## src/rtl/crossing_phase_controller.sv

```systemverilog
// -----------------------------------------------------------------------------
// crossing_phase_controller
//
// Purpose: sequences a pedestrian crossing. Cars run green by default. A press
// on either kerb latches a wait request, which is served by one timed walk
// cycle. The cycle runs only after a minimum car-green interval, and all-red
// clearance phases separate the conflicting movements.
//
// Optional feature: define CROSSING_FLASH_EN to build the flashing-walk phase
// (PED_FLASH) between PED_WALK and ALL_RED_POST. Without it, PED_WALK goes
// straight to ALL_RED_POST, and encoding 4 is treated as an illegal state.
//
// Ports:
//   clk         system clock
//   rst         asynchronous, active-high reset
//   req_a       debounced single-cycle press pulse, kerb A
//   req_b       debounced single-cycle press pulse, kerb B
//   car_green   car green lamp
//   car_yellow  car yellow lamp
//   car_red     car red lamp
//   ped_walk    pedestrian walk lamp
//   ped_stop    pedestrian don't-walk lamp
//   wait_a      kerb A request latched indicator
//   wait_b      kerb B request latched indicator
//   phase       current state encoding (debug)
// -----------------------------------------------------------------------------
module crossing_phase_controller #(
  parameter int MIN_GREEN    = 500000000,
  parameter int YELLOW_TIME  = 150000000,
  parameter int ALL_RED_TIME = 50000000,
  parameter int WALK_TIME    = 350000000,
  parameter int FLASH_TIME   = 200000000,
  parameter int FLASH_PERIOD = 25000000,
  parameter int TIMER_W      = 32
) (
  input  logic       clk,
  input  logic       rst,
  input  logic       req_a,
  input  logic       req_b,
  output logic       car_green,
  output logic       car_yellow,
  output logic       car_red,
  output logic       ped_walk,
  output logic       ped_stop,
  output logic       wait_a,
  output logic       wait_b,
  output logic [2:0] phase
);

  typedef enum logic [2:0] {
    CAR_GREEN    = 3'd0,
    CAR_YELLOW   = 3'd1,
    ALL_RED_PRE  = 3'd2,
    PED_WALK     = 3'd3,
    PED_FLASH    = 3'd4,
    ALL_RED_POST = 3'd5
  } state_t;

  // Last timer value of each timed state: a state of duration T exits when
  // the timer, cleared on entry, reaches T-1.
  localparam logic [TIMER_W-1:0] MIN_GREEN_LAST = TIMER_W'(MIN_GREEN - 1);
  localparam logic [TIMER_W-1:0] YELLOW_LAST    = TIMER_W'(YELLOW_TIME - 1);
  localparam logic [TIMER_W-1:0] ALL_RED_LAST   = TIMER_W'(ALL_RED_TIME - 1);
  localparam logic [TIMER_W-1:0] WALK_LAST      = TIMER_W'(WALK_TIME - 1);
`ifdef CROSSING_FLASH_EN
  localparam logic [TIMER_W-1:0] FLASH_LAST     = TIMER_W'(FLASH_TIME - 1);
  localparam logic [TIMER_W-1:0] BLINK_LAST     = TIMER_W'(FLASH_PERIOD - 1);
`endif

  localparam logic [TIMER_W-1:0] TIMER_ZERO = {TIMER_W{1'b0}};
  localparam logic [TIMER_W-1:0] TIMER_ONE  = TIMER_W'(1);

  state_t             state_r;
  state_t             state_nxt;
  logic [TIMER_W-1:0] timer_r;
  logic [TIMER_W-1:0] timer_nxt;
  logic               wait_a_r;
  logic               wait_a_nxt;
  logic               wait_b_r;
  logic               wait_b_nxt;
  logic               car_green_nxt;
  logic               car_yellow_nxt;
  logic               car_red_nxt;
  logic               ped_walk_nxt;
  logic               ped_stop_nxt;
`ifdef CROSSING_FLASH_EN
  logic [TIMER_W-1:0] blink_cnt_r;
  logic [TIMER_W-1:0] blink_cnt_nxt;
  logic               blink_r;
  logic               blink_nxt;
`endif

  assign phase  = state_r;
  assign wait_a = wait_a_r;
  assign wait_b = wait_b_r;

  // Next-state, phase timer and request latching.
  always_comb begin
    state_nxt  = state_r;
    timer_nxt  = timer_r + TIMER_ONE;
    wait_a_nxt = wait_a_r | req_a;
    wait_b_nxt = wait_b_r | req_b;

    case (state_r)
      CAR_GREEN: begin
        // Compare with >= so a corrupted timer still saturates or exits.
        if ((wait_a_r | wait_b_r) && (timer_r >= MIN_GREEN_LAST)) begin
          state_nxt = CAR_YELLOW;
          timer_nxt = TIMER_ZERO;
        end else if (timer_r >= MIN_GREEN_LAST) begin
          timer_nxt = MIN_GREEN_LAST;
        end else begin
          timer_nxt = timer_r + TIMER_ONE;
        end
      end
      CAR_YELLOW: begin
        if (timer_r >= YELLOW_LAST) begin
          state_nxt = ALL_RED_PRE;
          timer_nxt = TIMER_ZERO;
        end else begin
          timer_nxt = timer_r + TIMER_ONE;
        end
      end
      ALL_RED_PRE: begin
        if (timer_r >= ALL_RED_LAST) begin
          // The walk serves every latched request, including one arriving now.
          state_nxt  = PED_WALK;
          timer_nxt  = TIMER_ZERO;
          wait_a_nxt = 1'b0;
          wait_b_nxt = 1'b0;
        end else begin
          timer_nxt = timer_r + TIMER_ONE;
        end
      end
      PED_WALK: begin
        // The crossing is already being served, so presses are dropped.
        wait_a_nxt = wait_a_r;
        wait_b_nxt = wait_b_r;
        if (timer_r >= WALK_LAST) begin
`ifdef CROSSING_FLASH_EN
          state_nxt = PED_FLASH;
`else
          state_nxt = ALL_RED_POST;
`endif
          timer_nxt = TIMER_ZERO;
        end else begin
          timer_nxt = timer_r + TIMER_ONE;
        end
      end
`ifdef CROSSING_FLASH_EN
      PED_FLASH: begin
        wait_a_nxt = wait_a_r;
        wait_b_nxt = wait_b_r;
        if (timer_r >= FLASH_LAST) begin
          state_nxt = ALL_RED_POST;
          timer_nxt = TIMER_ZERO;
        end else begin
          timer_nxt = timer_r + TIMER_ONE;
        end
      end
`endif
      ALL_RED_POST: begin
        if (timer_r >= ALL_RED_LAST) begin
          // Green restarts its minimum interval from zero.
          state_nxt = CAR_GREEN;
          timer_nxt = TIMER_ZERO;
        end else begin
          timer_nxt = timer_r + TIMER_ONE;
        end
      end
      default: begin
        // Illegal encoding: fall back to the safe default movement.
        state_nxt = CAR_GREEN;
        timer_nxt = TIMER_ZERO;
      end
    endcase
  end

`ifdef CROSSING_FLASH_EN
  // Walk-lamp blink generator, restarted high on every PED_FLASH entry.
  always_comb begin
    blink_cnt_nxt = blink_cnt_r;
    blink_nxt     = blink_r;
    if ((state_nxt == PED_FLASH) && (state_r != PED_FLASH)) begin
      blink_cnt_nxt = TIMER_ZERO;
      blink_nxt     = 1'b1;
    end else if (state_nxt == PED_FLASH) begin
      if (blink_cnt_r >= BLINK_LAST) begin
        blink_cnt_nxt = TIMER_ZERO;
        blink_nxt     = ~blink_r;
      end else begin
        blink_cnt_nxt = blink_cnt_r + TIMER_ONE;
        blink_nxt     = blink_r;
      end
    end else begin
      blink_cnt_nxt = TIMER_ZERO;
      blink_nxt     = 1'b0;
    end
  end
`endif

  // Lamp decode from the next state, so lamps switch on the same edge as it.
  always_comb begin
    car_green_nxt  = 1'b0;
    car_yellow_nxt = 1'b0;
    car_red_nxt    = 1'b0;
    ped_walk_nxt   = 1'b0;
    ped_stop_nxt   = 1'b1;
    case (state_nxt)
      CAR_GREEN:    car_green_nxt  = 1'b1;
      CAR_YELLOW:   car_yellow_nxt = 1'b1;
      ALL_RED_PRE:  car_red_nxt    = 1'b1;
      ALL_RED_POST: car_red_nxt    = 1'b1;
      PED_WALK: begin
        car_red_nxt  = 1'b1;
        ped_walk_nxt = 1'b1;
        ped_stop_nxt = 1'b0;
      end
`ifdef CROSSING_FLASH_EN
      PED_FLASH: begin
        car_red_nxt  = 1'b1;
        ped_walk_nxt = blink_nxt;
        ped_stop_nxt = 1'b0;
      end
`endif
      default: car_red_nxt = 1'b1;
    endcase
  end

  // State, timer, wait latches and lamp drivers.
  always_ff @(posedge clk or posedge rst) begin
    if (rst) begin
      state_r    <= CAR_GREEN;
      timer_r    <= TIMER_ZERO;
      wait_a_r   <= 1'b0;
      wait_b_r   <= 1'b0;
      car_green  <= 1'b1;
      car_yellow <= 1'b0;
      car_red    <= 1'b0;
      ped_walk   <= 1'b0;
      ped_stop   <= 1'b1;
    end else begin
      state_r    <= state_nxt;
      timer_r    <= timer_nxt;
      wait_a_r   <= wait_a_nxt;
      wait_b_r   <= wait_b_nxt;
      car_green  <= car_green_nxt;
      car_yellow <= car_yellow_nxt;
      car_red    <= car_red_nxt;
      ped_walk   <= ped_walk_nxt;
      ped_stop   <= ped_stop_nxt;
    end
  end

`ifdef CROSSING_FLASH_EN
  // Blink counter and phase bit for the flashing-walk lamp.
  always_ff @(posedge clk or posedge rst) begin
    if (rst) begin
      blink_cnt_r <= TIMER_ZERO;
      blink_r     <= 1'b0;
    end else begin
      blink_cnt_r <= blink_cnt_nxt;
      blink_r     <= blink_nxt;
    end
  end
`endif

endmodule

```

## config.mk

```make
export PLATFORM = sky130hd
export DESIGN_NAME = crossing_phase_controller
export DESIGN_NICKNAME = d
export VERILOG_FILES = /design/src/rtl/crossing_phase_controller.sv
export SDC_FILE = /design/constraint.sdc
export NUM_CORES = 1
export LEC_CHECK = 0
export BUFFER_PORTS_ARGS = -buffer_cell sky130_fd_sc_hd__buf_2
export CAP_MARGIN = 5
export CORE_MARGIN = 2
export CORE_UTILIZATION = 50
export CTS_BUF_LIST = sky130_fd_sc_hd__clkbuf_4
export DETAILED_ROUTE_END_ITERATION = 10
export PLACE_DENSITY = 0.68
export SLEW_MARGIN = 20
export SYNTH_ARGS = -nofsm -noshare
export SYNTH_HDL_FRONTEND = slang
export SYNTH_SLANG_ARGS = --single-unit
```

## constraint.sdc

```tcl
create_clock -name clk -period 5.3 [get_ports clk]
set_input_delay 1.325 -clock clk [delete_from_list [all_inputs] [get_ports clk]]
set_output_delay 1.325 -clock clk [all_outputs]
set_load 0.01 [all_outputs]
```

# == After elaboration in Yosys (flattened, before gate mapping) ==
# Cells that the tools add are included.
# word_totals
register_bits,42
elab_cells,49
# classes
n_addsub,1
magnitude_cmp,4
eq_ne,6
n_mux,21
bitwise_logic,3
reduce_logical,5
# op_table
op,count
$mux W32,5
$pmux W32 S4,1
$ge A32 B29 Y1 const B,2
$add A32 B1 Y32 const B,1
$ge A32 B26 Y1 const B,1
$ge A32 B28 Y1 const B,1
$mux W3,5
$pmux W3 S5,1
$eq A3 B2 Y1 const B,3
$mux W1,7
$eq A3 B1 Y1 const B,2
$logic_not A3 Y1,2
$pmux W1 S2,2
$reduce_or A2 Y1,2
$eq A3 B3 Y1 const B,1
$or A1 B1 Y1,3
$logic_and A1 B1 Y1,1

# == Longest topological paths before layout ==
# Gate-level depths: netlist of run 1.
# depth
depth_word,7
depth_mapped,10

# == Worst setup path after synthesis of run 1 ==
# OpenSTA, ideal clock, no wires.
# synth_path
kind,register to register
start,register timer_r[0]
end,register timer_r[0]
t_arrival_ns,2.193
required_ns,5.171
path_slack_ns,2.978
stages_incl_launch_ff,10
cell_sequence,dfrtp_1 -> ha_1 -> and3_4 -> a41oi_1 -> a2111oi_0 -> nor2_1 -> a221oi_2 -> buf_4 -> buf_8 -> o21ai_2
# synth_via
elab_chain_len,4
word_cells_on_any_way,12
classes_between,add/sub (1); order compare (4); mux (6); reduce/logical (1)
# synth_rtl
element,line,rtl
"start, declared",75,logic [TIMER_W-1:0] timer_r;
"start signal, assigned",244,timer_r <= timer_nxt;
$add A32 B1 Y32 or $ge A32 B29 Y1 (tied branches),n/a,
$mux W32 or $logic_and A1 B1 Y1 (tied branches),"110, 107",
$mux W32,107,if ((wait_a_r | wait_b_r) && (timer_r >= MIN_GREEN_LAST)) begin
$pmux W32 S4 (*),104,case (state_r)
net timer_nxt[0],76,logic [TIMER_W-1:0] timer_nxt;
# Mark *: on every way through the listed nets, which the timed path passes. The rest lies on a longest branch.
# A chain may end at the register's enable or synchronous reset.

# == Worst setup path after layout of run 1 ==
# layout_path
start,register timer_r[0]
end,register timer_r[4]
# Same word-level chain as after synthesis.

==> run summary, run 1 <==
Hold Buf Count CTS: 0
Sink Count: 42
Total track usage: 20.11%
Pleak: 0.9789 nW
CTS root buf: clkbuf_4
Placed cell area: 2384 um^2
Number of H-tree levels: 2
DRT antenna net count: 0
Unrepaired setup endpoints after global routing: false
Setup WS pre-CTS: 2.015 ns
Final Worst Setup Slack: 2.059 ns
Post-synthesis cell type count: 51
Worst-path clk slew: 0.11 ns
Post-Syn Instances: 257
Clock power share: 15.2%
Period utilisation layout: 61.15%
Type of the worst min-delay path: reg2reg
Largest net degree at the start of global routing: 43
Worst slack on hold paths: 0.5232 ns
Maximum clock path buffer count: 2
Overflow after GRT: 0
Chip Width: 71.99 um
Via/cell ratio: 5.782
Area grow syn2layout: 4.927%
Synth warnings: 0
EDFF count, synth: 0
Layout Cells excl Fill: 316
Final hold vios: 0
Top-Level Pins: 14
Core ar.: 4414 um^2
Async SR Flop Fraction: 100.0%
Register bit total from synthesis: 42
Setup crit end: timer_r[4]
Setup CP Type: reg2reg
Clk_skew: 0.01222 ns
Maximum vdd drop: 0.0001842 V
Switching pwr: 0.3485 mW
Vias post-DR: 1827
WP data required: 5.48 ns
DP HPWL: 3207 um
Pwr/cell area: 370.7 nW/um^2
Worst EP arrival: 3.42 ns
Inst Count DP: 310
# rows: 24
Final setup viols: 0
Initial antenna violation count: 0
Post-synthesis sequential area ratio: 45.59%
Clock Latency Late Sink: 0.34 ns
CTS tree: built
First-pass DRT Iterations: 4
P_int: 0.5503 mW
Tmin final: 3.241 ns
Post-CTS sizing: 0
Drt drc: 0
Fin. max-slew vios: 0
Seq pwr share: 52.8%
Die height: 71.99 um
Cell count of the worst reg-to-reg path: 8
Run status: finished clean
Initial Utilization: 52.35%
Worst Hold Depth: 1
Comb pwr share: 32.0%
Most frequent cells in the layout: dfrtp_1, nor2_1, o21ai_0, nand2_1, xnor2_1
Max Fclk: 308.5 MHz
TNS Setup: 0 ns
Overall power: 0.8988 mW
Num CTS Buffers: 5
Hold path start: timer_r[0]
Worst Tran Pin Value: 0.8709 ns
Share of layout cells above drive strength 1: 11.36%
Final wirelength: 4501 um
DIE AREA: 5182 um^2
Most common library cell in the layout ignoring fill and taps: dfrtp_1
Gpl congestion: 0.8641
Antenna Cells: 0
Setup bufs post-CTS: 0
Mapped cell area: 2311 um^2
Slew HR: 41.94%
Final Core Density: 54.93%
Final-stage net count: 270
Layout fillers: 405
Vias in the first global route: 1778
Crit Path Max Fanout: 18
Top_reg_cell synth: dfrtp_1
Crit. Startpoint: timer_r[0]
R2r startpoint: timer_r[0]
Synthesized area per cell: 8.992 um^2
Wire per inst: 14.24 um
Final instance area: 2425 um^2
PortBufs: 13
CP startpoint kind: flop
DR iter-0 viols: 131
Max_cap viols: 0
R2r setup slk: 2.06 ns
CP Capture Type: flop
Sw Ratio: 38.78%
Global-route wire length before repair: 8217 um
Worst r2r dst: timer_r[4]
flip-flops by register name (all words and copies together) (netlist names):
| name | count |
|---|---|
| wait_b | 1 |
| car_yellow | 1 |
| ped_walk | 1 |
| wait_a | 1 |
| timer_r | 32 |
| phase | 3 |
| ped_stop | 1 |
| car_green | 1 |
| car_red | 1 |
metal layers:
metal,routed length (um),vias to the layer above,GRT usage [%],share of wire [%]
met2,2106,28,31.07,47
met4,53,0,5.660,1.2
met3,117,7,4.306,2.6
li1,-,920,-,-
met1,2224,872,28.80,49
met5,0,-,0,0
synth_stat cells, types with 3 or more instances:
cell type | instances | share of area [%]
dfrtp_1 | 40 | 43
nor2_1 | 35 | 5.7
o21ai_0 | 21 | 4.5
nand2_1 | 18 | 2.9
xnor2_1 | 15 | 5.7
nand3_1 | 12 | 2.6
xor2_1 | 12 | 4.5
clkbuf_1 | 10 | 1.6
nor3_1 | 10 | 2.2
a21oi_1 | 7 | 1.5
nand4_1 | 7 | 1.9
nor4_1 | 7 | 1.9
inv_1 | 6 | 0.97
and3_1 | 5 | 1.4
buf_2 | 3 | 0.65
nand2b_1 | 3 | 0.81
nand3b_1 | 3 | 0.97
worst min-delay path by stage:
stage,endpoint
2_1_floorplan,timer_r[0]
3_3_place_gp,timer_r[0]
3_5_place_dp,timer_r[0]
4_1_cts,timer_r[0]
5_1_grt,timer_r[0]
6_report,timer_r[0]
worst max-delay path, stage by stage (launching register included):
cell	delay, ns
dfrtp_1	0.42
ha_1	0.23
and3_4	0.21
a41oi_1	0.17
a2111oi_0	0.59
nor2_1	0.19
a221oi_2	0.79
buf_4	0.35
o21ai_0	0.13
area by class of cell:
type	instances	area, um^2	share of cell area, %
multi-input cells	195	1162	47.94
flip-flops and latches	42	1054	43.45
repair buffers	15	80.08	3.302
well taps	52	65.06	2.683
clock buffers	5	37.54	1.548
inverters	6	22.52	0.9288
clock inverters	1	3.754	0.1548
cell families after synthesis:
group	count (synthesis)	share of synthesized area, %
compound gates	47	12.99
xor+xnor	27	10.23
fa+ha+maj	1	0.5413
buf+inv	22	4.439
flops	42	45.59
other cells	1	0.1623
simple gates	117	26.04
power by group through the flow:
stage	logic (mW)	clock network, mW	registers [mW]
3_3_place_gp	0.280	0	0.479
5_1_grt	0.331	0.157	0.490
3_5_place_dp	0.289	0	0.480
4_1_cts	0.292	0.143	0.474
2_1_floorplan	0.235	0	0.460
6_report	0.287	0.137	0.475
No activity file was read; power rests on OpenSTA's default activity.
==> run 2, diff against run 1 <==
--- a/config.mk
+++ b/config.mk
@@ -11,7 +11,7 @@
 export CORE_UTILIZATION = 50
 export CTS_BUF_LIST = sky130_fd_sc_hd__clkbuf_4
 export DETAILED_ROUTE_END_ITERATION = 10
-export PLACE_DENSITY = 0.68
+export PLACE_DENSITY = 0.7
 export SLEW_MARGIN = 20
 export SYNTH_ARGS = -nofsm -noshare
 export SYNTH_HDL_FRONTEND = slang
==> constraint.sdc (replaced) <==
create_clock -name clk -period 2.85 [get_ports clk]
set_input_delay 0.7125 -clock clk [delete_from_list [all_inputs] [get_ports clk]]
set_output_delay 0.7125 -clock clk [all_outputs]
set_load 0.01 [all_outputs]
==> run summary, run 2 (same netlist as run 1, synthesis figures left out) <==
CP Capture Type: flop (unchanged)
Crit Path Max Fanout: 17 (was 18)
Period utilisation layout: 90.79% (was 61.15%)
Sequential cell area: 1054 um^2 (unchanged)
Setup CP Type: reg2reg (unchanged)
Worst-path clk slew: 0.12 ns (was 0.11 ns)
Antenna Cells: 0 (unchanged)
R2r startpoint: timer_r[0] (unchanged)
Initial antenna violation count: 0 (unchanged)
Wire per inst: 14.36 um (was 14.24 um)
Via/cell ratio: 5.713 (was 5.782)
TNS Setup: 0 ns (unchanged)
Gpl congestion: 0.8251 (was 0.8641)
Total track usage: 19.39% (was 20.11%)
Type of the worst min-delay path: in2async (was reg2reg)
CTS root buf: clkbuf_4 (unchanged)
Pleak: 1.001 nW (was 0.9789 nW)
First-pass DRT Iterations: 4 (unchanged)
Core ar.: 4414 um^2 (unchanged)
Max_cap viols: 0 (unchanged)
WP data required: 3.06 ns (was 5.48 ns)
Overall power: 1.725 mW (was 0.8988 mW)
Worst slack on hold paths: 0.4707 ns (was 0.5232 ns)
Final wirelength: 4595 um (was 4501 um)
Initial Utilization: 52.35% (unchanged)
Sink Count: 42 (unchanged)
CP max stage delay: 0.44 ns (was 0.79 ns)
Inst Count DP: 313 (was 310)
Maximum vdd drop: 0.0002793 V (was 0.0001842 V)
Placed cell area: 2406 um^2 (was 2384 um^2)
Area grow syn2layout: 6.389% (was 4.927%)
Overflow after GRT: 0 (unchanged)
Max reg flops: 32 (unchanged)
Largest net degree at the start of global routing: 43 (unchanged)
Num CTS Buffers: 5 (unchanged)
Final instance area: 2459 um^2 (was 2425 um^2)
Setup WS pre-CTS: 0.2874 ns (was 2.015 ns)
Post-CTS sizing: 0 (unchanged)
Clock Latency Late Sink: 0.35 ns (was 0.34 ns)
Worst EP arrival: 2.80 ns (was 3.42 ns)
Most frequent cells in the layout: dfrtp_1, nor2_1, o21ai_0, nand2_1, xnor2_1 (unchanged)
Final Worst Setup Slack: 0.2624 ns (was 2.059 ns)
Final setup viols: 0 (unchanged)
CTS tree: built (unchanged)
Die height: 71.99 um (unchanged)
Run status: finished clean (unchanged)
DR iter-0 viols: 143 (was 131)
R2r setup slk: 0.26 ns (was 2.06 ns)
CP startpoint kind: flop (unchanged)
Chip Width: 71.99 um (unchanged)
Hold Buf Count CTS: 0 (unchanged)
Layout Cells excl Fill: 320 (was 316)
Setup bufs post-CTS: 0 (unchanged)
Pwr/cell area: 701.5 nW/um^2 (was 370.7 nW/um^2)
Final Core Density: 55.70% (was 54.93%)
Top-Level Pins: 14 (unchanged)
Unrepaired setup endpoints after global routing: false (unchanged)
Number of H-tree levels: 2 (unchanged)
Vias post-DR: 1828 (was 1827)
Drt drc: 0 (unchanged)
Max Fclk: 386.5 MHz (was 308.5 MHz)
PortBufs: 13 (unchanged)
Layout fillers: 387 (was 405)
DIE AREA: 5182 um^2 (unchanged)
Global-route wire length before repair: 7803 um (was 8217 um)
Tmin final: 2.588 ns (was 3.241 ns)
Largest Register: timer_r (unchanged)
Multi-input logic area: 1162 um^2 (unchanged)
Maximum clock path buffer count: 2 (unchanged)
Final-stage net count: 273 (was 270)
Fin. max-slew vios: 0 (unchanged)
Cell count of the worst reg-to-reg path: 9 (was 8)
Worst-path cell chain: ha_1 -> and3_4 -> a41oi_1 -> or3_1 -> a31oi_1 -> nor4_1 -> a221oi_2 -> buf_4 -> o21ai_0 (was ha_1 -> and3_4 -> a41oi_1 -> a2111oi_0 -> nor2_1 -> a221oi_2 -> buf_4 -> o21ai_0)
Final hold vios: 0 (unchanged)
DRT antenna net count: 0 (unchanged)
Clk_skew: 0.01683 ns (was 0.01222 ns)
DP HPWL: 3245 um (was 3207 um)
Vias in the first global route: 1662 (was 1778)
# rows: 24 (unchanged)
Most common library cell in the layout ignoring fill and taps: dfrtp_1 (unchanged)
Critical path's slowest cell: or3_1 (was a221oi_2)
Share of layout cells above drive strength 1: 13.06% (was 11.36%)
Worst Tran Pin Value: 0.5340 ns (was 0.8709 ns)
Worst r2r dst: timer_r[14] (was timer_r[4])
Slew HR: 64.40% (was 41.94%)
[run 2: power breakdown]
part / internal (mW) / total, mW / switching (mW)
registers: 0.723 / 0.886 / 0.163
clock network: 0.112 / 0.290 / 0.178
logic: 0.227 / 0.548 / 0.321
total: 1.06 / 1.72 / 0.662
[run 2: worst max-delay path, delay by kind of cell (launching register included)]
kind / cells / cell delay, ns
simple gates: 3 / 0.75
flops: 1 / 0.42
fa+ha+maj: 1 / 0.23
compound gates: 4 / 0.79
buf+inv: 1 / 0.26
[run 2: cell type report]
type	instances	area share (%)
flip-flops and latches	42	42.85
clock buffers	7	2.137
inverters	6	0.9160
well taps	52	2.646
repair buffers	18	4.173
multi-input cells	195	47.28
[run 2: how the worst max path moves through the flow]
stage                     from     endpoint  slack, ns  depth (start not counted)
global placement    timer_r[0]   timer_r[3]       0.38                          9
finish              timer_r[0]  timer_r[14]       0.26                          9
global route        timer_r[0]   timer_r[3]       0.08                          9
CTS                 timer_r[0]   timer_r[3]       0.26                          9
detailed placement  timer_r[0]   timer_r[6]       0.29                          9
floorplan           timer_r[0]   timer_r[0]       0.53                          9
[run 2: metal layers]
layer	routed length [um]	global-route usage (%)	vias to the layer above
li1	-	-	928
met1	2248	28.12	860
met2	2135	28.91	34
met3	155	5.000	6
met4	55	5.660	0
met5	0	0	-
